File: config.mk
export PLATFORM = sky130hd
export DESIGN_NAME = counter_sequencer
export DESIGN_NICKNAME = d
export VERILOG_FILES = /design/src/rtl/counter_pkg.sv /design/src/rtl/counter_seq_rco_capture.sv /design/src/rtl/counter_sequencer.sv
export SDC_FILE = /design/constraint.sdc
export NUM_CORES = 1
export LEC_CHECK = 0
export BUFFER_PORTS_ARGS = -buffer_cell sky130_fd_sc_hd__buf_2
export CORE_UTILIZATION = 35
export CTS_CLUSTER_DIAMETER = 80
export DETAILED_ROUTE_END_ITERATION = 8
export PLACE_DENSITY = 0.62
export SYNTH_ARGS = -nofsm -noshare
export SYNTH_HDL_FRONTEND = slang
export SYNTH_SLANG_ARGS = --single-unit
File: constraint.sdc
create_clock -name clk -period 2.07 [get_ports clk]
set_clock_uncertainty 0.05 [all_clocks]
set_input_delay 0.3105 -clock clk [delete_from_list [all_inputs] [get_ports clk]]
set_output_delay 0.3105 -clock clk [all_outputs]
set_load 0.005 [all_outputs]
File: src/rtl/counter_pkg.sv
// Shared definitions for the multi-mode counter and its command sequencer.
package counter_pkg;

  localparam logic [1:0] COUNT_UP     = 2'b00;
  localparam logic [1:0] COUNT_DOWN   = 2'b01;
  localparam logic [1:0] COUNT_3_DOWN = 2'b10;
  localparam logic [1:0] CHARGE       = 2'b11;

  typedef enum logic [2:0] {
    StIdle,
    StPreload,
    StRun,
    StDrain,
    StFinish
  } seq_state_e;

endpackage

File: src/rtl/counter_seq_rco_capture.sv
// Falling-edge capture of the half-cycle RCO pulse plus a saturating WRAPS counter.
module counter_seq_rco_capture #(
  parameter int unsigned WRAP_W = 8
) (
  input  logic              clk,
  input  logic              RESET_N,
  input  logic              rco,
  input  logic              clear,
  input  logic              count_en,
  output logic [WRAP_W-1:0] wraps
);

  logic              rco_cap_q;
  logic [WRAP_W-1:0] wraps_q, wraps_d;

  // RCO is gone by the next rising edge, so catch it on the falling edge in between.
  always_ff @(negedge clk or negedge RESET_N) begin
    if (!RESET_N) begin
      rco_cap_q <= 1'b0;
    end else begin
      rco_cap_q <= rco;
    end
  end

  always_comb begin
    wraps_d = wraps_q;
    if (clear) begin
      wraps_d = '0;
    end else if (count_en && rco_cap_q && (wraps_q != '1)) begin
      wraps_d = wraps_q + WRAP_W'(1);
    end
  end

  always_ff @(posedge clk or negedge RESET_N) begin
    if (!RESET_N) begin
      wraps_q <= '0;
    end else begin
      wraps_q <= wraps_d;
    end
  end

  assign wraps = wraps_q;

endmodule

File: src/rtl/counter_sequencer.sv
// Command-driven front end for the 4-bit multi-mode counter.
// Optional abort support (CMD_ABORT, CNT_LOAD check) is built when COUNTER_SEQ_ABORT_EN is defined.
module counter_sequencer
  import counter_pkg::*;
#(
  parameter int unsigned CNT_W  = 4,
  parameter int unsigned LEN_W  = 8,
  parameter int unsigned WRAP_W = 8
) (
  input  logic              clk,
  input  logic              RESET_N,
  input  logic              CMD_VALID,
  output logic              CMD_READY,
  input  logic [1:0]        CMD_MODO,
  input  logic              CMD_PRELOAD,
  input  logic [CNT_W-1:0]  CMD_D,
  input  logic [LEN_W-1:0]  CMD_LEN,
`ifdef COUNTER_SEQ_ABORT_EN
  input  logic              CMD_ABORT,
`endif
  input  logic              CNT_RCO,
  input  logic              CNT_LOAD,
  output logic              CNT_ENABLE,
  output logic [1:0]        CNT_MODO,
  output logic [CNT_W-1:0]  CNT_D,
  output logic              BUSY,
  output logic              DONE,
  output logic [WRAP_W-1:0] WRAPS
);

  seq_state_e       state_q, state_d;
  logic [LEN_W-1:0] len_q, len_d;
  logic [1:0]       modo_q;
  logic [CNT_W-1:0] d_q;
  logic             accept;
  logic             abort;

  assign accept = (state_q == StIdle) && CMD_VALID;

`ifdef COUNTER_SEQ_ABORT_EN
  // Flags the first RUN cycle after a CHARGE edge, where CNT_LOAD must confirm the preload.
  logic load_chk_q;

  always_ff @(posedge clk or negedge RESET_N) begin
    if (!RESET_N) begin
      load_chk_q <= 1'b0;
    end else begin
      load_chk_q <= (state_q == StPreload);
    end
  end

  assign abort = ((state_q == StPreload) && CMD_ABORT) ||
                 ((state_q == StRun) && (CMD_ABORT || (load_chk_q && !CNT_LOAD)));
`else
  logic unused_cnt_load;
  assign unused_cnt_load = CNT_LOAD;
  assign abort           = 1'b0;
`endif

  always_comb begin
    state_d = state_q;
    len_d   = len_q;
    unique case (state_q)
      StIdle: begin
        if (CMD_VALID) begin
          len_d = CMD_LEN;
          // Zero-length commands still pass through DRAIN so DONE latency is uniform.
          if (CMD_LEN == '0) begin
            state_d = StDrain;
          end else if (CMD_PRELOAD) begin
            state_d = StPreload;
          end else begin
            state_d = StRun;
          end
        end
      end
      StPreload: state_d = abort ? StDrain : StRun;
      StRun: begin
        len_d = len_q - LEN_W'(1);
        if (abort || (len_q == LEN_W'(1))) begin
          state_d = StDrain;
          len_d   = '0;
        end
      end
      StDrain:  state_d = StFinish;
      StFinish: state_d = StIdle;
      default:  state_d = StIdle;
    endcase
  end

  always_ff @(posedge clk or negedge RESET_N) begin
    if (!RESET_N) begin
      state_q <= StIdle;
      len_q   <= '0;
      modo_q  <= COUNT_UP;
      d_q     <= '0;
    end else begin
      state_q <= state_d;
      len_q   <= len_d;
      if (accept) begin
        modo_q <= CMD_MODO;
        d_q    <= CMD_D;
      end
    end
  end

  always_comb begin
    CMD_READY  = 1'b0;
    BUSY       = 1'b1;
    DONE       = 1'b0;
    CNT_ENABLE = 1'b0;
    CNT_MODO   = COUNT_UP;
    CNT_D      = '0;
    unique case (state_q)
      StIdle: begin
        CMD_READY = 1'b1;
        BUSY      = 1'b0;
      end
      StPreload: begin
        CNT_ENABLE = 1'b1;
        CNT_MODO   = CHARGE;
        CNT_D      = d_q;
      end
      StRun: begin
        CNT_ENABLE = 1'b1;
        CNT_MODO   = modo_q;
        CNT_D      = d_q;
      end
      StFinish: DONE = 1'b1;
      default: ;
    endcase
  end

  counter_seq_rco_capture #(
    .WRAP_W (WRAP_W)
  ) u_rco_capture (
    .clk      (clk),
    .RESET_N  (RESET_N),
    .rco      (CNT_RCO),
    .clear    (accept),
    .count_en ((state_q == StRun) || (state_q == StDrain)),
    .wraps    (WRAPS)
  );

endmodule

==> results.toml, run 1 <==
[layout]
final_cell_mix = "buf_2 (36), nand2_1 (33), dfrtp_1 (24), nor2_1 (11), buf_4 (7)"
final_nets = 218
antenna_cells = 0
final_common_cell = "buf_2"
finalInstanceArea_um2 = 1820
final_util_pct = 48.0
layout-drive-gt1-share_pct = 30.4
area_growth_syn_to_layout_pct = 26.8

[global_route]
track_usage_pct = 17.3
grt_pass1_wl_um = 5730
grt_max_degree = 26
grt_pass1_vias = 1274
grt_overflow = 0
antenna_found_initial = 0

[sta]
fin_ws_ps = -243
hold_viol = 0
setup_viol = 8
maxSlewHeadroom_pct = 61.2
slew_violations = 0
rsz0062_at_grt = "yes"
tns_ps = -1500
worst_pin_slew_ps = 577

[critical_path]
rr_endpoint = "u_rco_capture.wraps[3]$_DFFE_PN0P_"
cp.required_ps = 2190
slowest_stage = "dfrtn_1"
crit_chain = "nand3b_1 -> a21oi_2 -> nand4_1 -> mux2i_1"
cp-start-kind = "flop"
cp_num_buf_inv = 0
r2r_start = "u_rco_capture.rco_cap_q$_DFF_NN0_"
crit_path_end_kind = "flop"
path_max_fanout = 5
cp_top_family = "flip-flops"
r2r_slack_ps = -240
crit_type = "reg2reg"
rr_worst_depth = 4
worstPathArrival_ps = 2430
max_stage_delay_ps = 410

[floorplan]
fp.coreArea_um2 = 3800
ios = 38
die_y_um = 66.1
die-area_um2 = 4360
start_util_pct = 37.8
die_w_um = 66.1
rows = 22

[pwr]
p_sw_mw = 1.01
peakVddDrop_uv = 578
combPwrFrac_pct = 44.9
p_clk_share_pct = 17.4
p_int_mw = 1.51
power.leakage_nw = 0.865
p_sw_share_pct = 40.1
p_per_area_nw_per_um2 = 1390
pwr-share-seq_pct = 37.8

[placement]
place.gp.congestion = 0.889
io_buffers = 36
dpl-instance-area_um2 = 1720
dp_hpwl_um = 2460

[yosys]
synth_edf_count = 0
async_reset_ff_share_pct = 100
synth_area_per_cell_um2 = 9.39
synthCells = 153
ys_seq_area_share_pct = 45.3
synth.distinct_cells = 41
ys_ff_latch = 26
yosys_warnings = 0
synth_flop_cell = "dfrtp_1"
synth_nets = 176
syn_area_um2 = 1440

[run_status]
violations = "negative setup slack"
status = "finished with violations"

[clock_network]
cts_hold_buffers = 0
insertion_delay_ps = 290
clk_pin_slew_ps = 100
root_buffer = "clkbuf_8"
htreeDepth = 1
cts_buffers = 3
cts.sinks = 26
clk_path_buf_depth = 2
cts_tree = "built"

[run]
cap_violations = 0

[route]
drt-vias-per-instance = 5.24
ant_nets = 0
firstDrtPassIters = 4
route.vias.total = 1269
wl_per_cell_um = 13.8
post-route-drc-count = 0
wl_um = 3340
dr.first_iter.drc_count = 65

[min_path]
hold_path.class = "in2async"
[power groups by stage]
stage	Clock (mW)	Combinational (mW)	Sequential, mW
after detailed placement	0	1.10	0.956
after floorplan	0	0.781	0.867
after global placement	0	1.08	0.944
after CTS	0.442	1.11	0.947
final	0.438	1.13	0.953
after global routing	0.466	1.27	0.991
[cell families (layout without fill, tap and decap cells)]
group | count (synthesis) | in the layout | share of synthesized area, %
and+or+nand+nor | 78 | 78 | 29.8
DFF | 26 | 26 | 45.3
AOI/OAI and AO/OA | 25 | 25 | 13.1
buffers and inverters | 12 | 53 | 3.40
xor gates and xnor gates | 5 | 5 | 3.05
muxes | 4 | 4 | 2.79
adders and majority gates | 3 | 3 | 2.61
[layer usage]
layer	global-route usage (%)	part of all wire (%)	up-vias
met5	0	0	-
met3	2.76	4.2	3
met1	23.6	50	601
li1	-	-	628
met4	6.12	0.93	0
met2	27.8	45	37
[how the worst max path moves through the flow]
stage	depth (start not counted)	to	slack (ps)	start
finish	4	u_rco_capture.wraps[3]$_DFFE_PN0P_	-240	u_rco_capture.rco_cap_q$_DFF_NN0_
global placement	4	u_rco_capture.wraps[3]$_DFFE_PN0P_	-180	u_rco_capture.rco_cap_q$_DFF_NN0_
floorplan	4	u_rco_capture.wraps[6]$_DFFE_PN0P_	-130	u_rco_capture.rco_cap_q$_DFF_NN0_
CTS	4	u_rco_capture.wraps[4]$_DFFE_PN0P_	-250	u_rco_capture.rco_cap_q$_DFF_NN0_
detailed placement	4	u_rco_capture.wraps[6]$_DFFE_PN0P_	-250	u_rco_capture.rco_cap_q$_DFF_NN0_
global route	4	u_rco_capture.wraps[3]$_DFFE_PN0P_	-320	u_rco_capture.rco_cap_q$_DFF_NN0_
[Yosys cell counts, types with 2 or more instances]
cell | number | area, µm²
nand3_1 | 3 | 15.0
a211oi_1 | 4 | 30.0
nor3b_1 | 2 | 15.0
inv_1 | 6 | 22.5
mux2i_1 | 4 | 40.0
nand2_1 | 33 | 124
nor3_1 | 2 | 10.0
o311ai_0 | 3 | 26.3
ha_1 | 3 | 37.5
xnor2_1 | 5 | 43.8
or4_1 | 3 | 22.5
buf_2 | 3 | 15.0
o21ai_0 | 3 | 15.0
and2_1 | 4 | 25.0
nand2b_1 | 3 | 18.8
nor2_1 | 11 | 41.3
dfrtp_1 | 25 | 626
nand4_1 | 4 | 25.0
a21oi_1 | 7 | 35.0
o211ai_1 | 2 | 15.0
clkbuf_1 | 3 | 11.3
[through the flow]
stage          cells  setup slack (ps)  hold slack, ps  power [mW]
2_1_floorplan    153              -135           -35.1        1.65
3_3_place_gp     237              -184             342        2.02
3_5_place_dp     237              -251             347        2.06
4_1_cts          241              -247            38.7        2.50
5_1_grt          242              -322            45.3        2.73
6_report         242              -243            21.5        2.52
[sequential cells by signal, indices dropped and copies added, names as in the netlist]
register,flops
u_rco_capture.wraps,8
len_q,8
state_q,3
d_q,4
u_rco_capture.rco_cap_q,1
modo_q,2
[final cells by class]
class                           instances  area, µm²
Fill cell                             371       1980
Multi-Input combinational cell        115        783
Sequential cell                        26        652
Timing Repair Buffer                   43        233
Tap cell                               48       60.1
Clock buffer                            3       41.3
Clock inverter                          1       30.0
Inverter                                6       22.5
[timing repair]
item                                    CTS  global route
endpoints found under the setup margin    8            13
buffers inserted                          0             1
gates resized for setup                   1             4
pin swaps                                 0             1
[worst reg2reg max path: cells and delay by family (launching register included)]
family | cells | cell delay [ps]
flip-flops | 1 | 410
AND/OR/NAND/NOR | 2 | 280
multiplexers | 1 | 140
AO/OA/AOI/OAI | 1 | 280
(Power assumes the default switching activity.)
==> inputs of run 2 (changes only) <==
CAP_MARGIN = 20   (was default)
PLACE_DENSITY = default   (was 0.62)
PLACE_DENSITY_LB_ADDON = 0.1   (was default)
clock period = 2.8 ns   (was 2.07 ns; I/O delays follow)
==> run 2 against run 1 <==
Net effect:
- the run now ends clean
- clock-buffer cell count up 1
- non-clock buffer count down 4
- clock power down 44%
- flip-flop and latch count unchanged
- sequential share of layout area up 1.5 points
- routed wire length down 1.2%
- sequential power down 25%
- critical path depth up 1
- die area unchanged
- core utilization down 2.1 points
- largest cell class unchanged
- global-route usage down 0.47 points
- worst setup slack better by 390 ps
==> results.toml, run 2 (synthesis results as in run 1) <==
[global_route]
grt_pass1_wl_um = 5640
grt_max_degree = 26
grt_pass1_vias = 1240
grt_overflow = 0
track_usage_pct = 16.9
antenna_found_initial = 0

[floorplan]
ios = 38
fp.coreArea_um2 = 3800
die-area_um2 = 4360
start_util_pct = 37.8
die_y_um = 66.1
die_w_um = 66.1
rows = 22

[clock_network]
cts_setup_buffers = 0
cts.sinks = 26
cts_tree = "built"
root_buffer = "clkbuf_8"
insertion_delay_ps = 280
clk_pin_slew_ps = 90
cts_buffers = 3
htreeDepth = 1
clk_path_buf_depth = 2

[pwr]
power.leakage_nw = 0.840
p_sw_share_pct = 41.4
combPwrFrac_pct = 44.1
peakVddDrop_uv = 368
p_sw_uw = 712
p_clk_share_pct = 14.2
pwr-share-seq_pct = 41.6
p_per_area_nw_per_um2 = 986
p_int_mw = 1.01

[critical_path]
cp.required_ps = 2910
worstPathArrival_ps = 2760
cp-start-kind = "flop"
crit_type = "reg2reg"
path_max_fanout = 5
crit_path_end_kind = "flop"

[route]
wl_um = 3300
dr.first_iter.drc_count = 69
ant_nets = 0
drt-vias-per-instance = 5.16
firstDrtPassIters = 4
post-route-drc-count = 0
route.vias.total = 1228
wl_per_cell_um = 13.9

[sta]
setup_viol = 0
maxSlewHeadroom_pct = 53.2
slew_violations = 0
tns_ps = 0
hold_viol = 0
rsz0062_at_grt = "no"
worst_pin_slew_ps = 699

[placement]
dpl-instance-area_um2 = 1680
place.gp.congestion = 0.850
dp_hpwl_um = 2410
io_buffers = 36

[layout]
final_common_cell = "buf_2"
antenna_cells = 0
finalInstanceArea_um2 = 1740
final_nets = 214
layout-drive-gt1-share_pct = 25.8
area_growth_syn_to_layout_pct = 21.3
final_cell_mix = "buf_2 (36), nand2_1 (33), dfrtp_1 (25), nor2_1 (11), a21oi_1 (7)"

[min_path]
hold_path.class = "in2async"

[run]
cap_violations = 0

[run_status]
status = "complete, no violations"
[run 2: final timing paths]
kind / end / slack, ps / from / depth (start not counted)
max in group asynchronous: u_rco_capture.rco_cap_q$_DFF_NN0_ / 1400 / RESET_N / 1
worst min-delay path: len_q[4]$_DFFE_PN0P_ / 130 / RESET_N / 2
worst min register to register: d_q[0]$_DFFE_PN0P_ / 430 / d_q[0]$_DFFE_PN0P_ / 2
min in group clk: d_q[2]$_DFFE_PN0P_ / 280 / CMD_D[2] / 3
worst max-delay path: u_rco_capture.wraps[4]$_DFFE_PN0P_ / 150 / u_rco_capture.rco_cap_q$_DFF_NN0_ / 5
worst max register to register: u_rco_capture.wraps[4]$_DFFE_PN0P_ / 150 / u_rco_capture.rco_cap_q$_DFF_NN0_ / 5
[run 2: worst max-delay path: stages (launching register included)]
cell and delay [ps]:
dfrtn_1 410, nand3b_1 110, a21oi_1 150, buf_4 160, nand4_1 120, mux2i_1 140
[run 2: area by class of cell]
type,instances,area [µm²]
clock buffers,4,55.1
repair buffers,39,203
flip-flops and latches,26,651
multi-input cells,115,752
inverters,6,22.5
fillers,380,2060
well taps,48,60.1
[run 2: what timing repair did]
| item | in CTS | in global routing |
|---|---|---|
| setup endpoints to repair | 0 | 1 |
| gates resized for setup | 0 | 2 |
| hold buffers | 0 | 0 |
[run 2: per-stage QoR]
step	std cells	utilization [%]	power [mW]	hold slack, ps	setup WS [ps]
floorplan	153	-	1.22	74.4	153
finish	238	45.9	1.72	133	145
detailed placement	234	44.3	1.49	412	85.8
global route	238	45.9	1.90	156	22.3
global placement	234	44.3	1.46	402	124
CTS	238	45.7	1.74	153	68.6
[run 2: power groups by stage]
stage	sequential (mW)	clock [mW]	combinational, mW
2_1_floorplan	0.641	0	0.575
3_3_place_gp	0.714	0	0.746
3_5_place_dp	0.723	0	0.765
4_1_cts	0.715	0.256	0.769
5_1_grt	0.746	0.276	0.873
6_report	0.715	0.245	0.759
[run 2: per-layer routing]
| layer | GRT usage, % | up-vias | wire length [µm] |
|---|---|---|---|
| met1 | 23.1 | 585 | 1570 |
| met2 | 27.3 | 26 | 1560 |
| met3 | 2.76 | 2 | 148 |
| li1 | - | 615 | - |
| met5 | 0 | - | 0 |
| met4 | 4.79 | 0 | 18 |
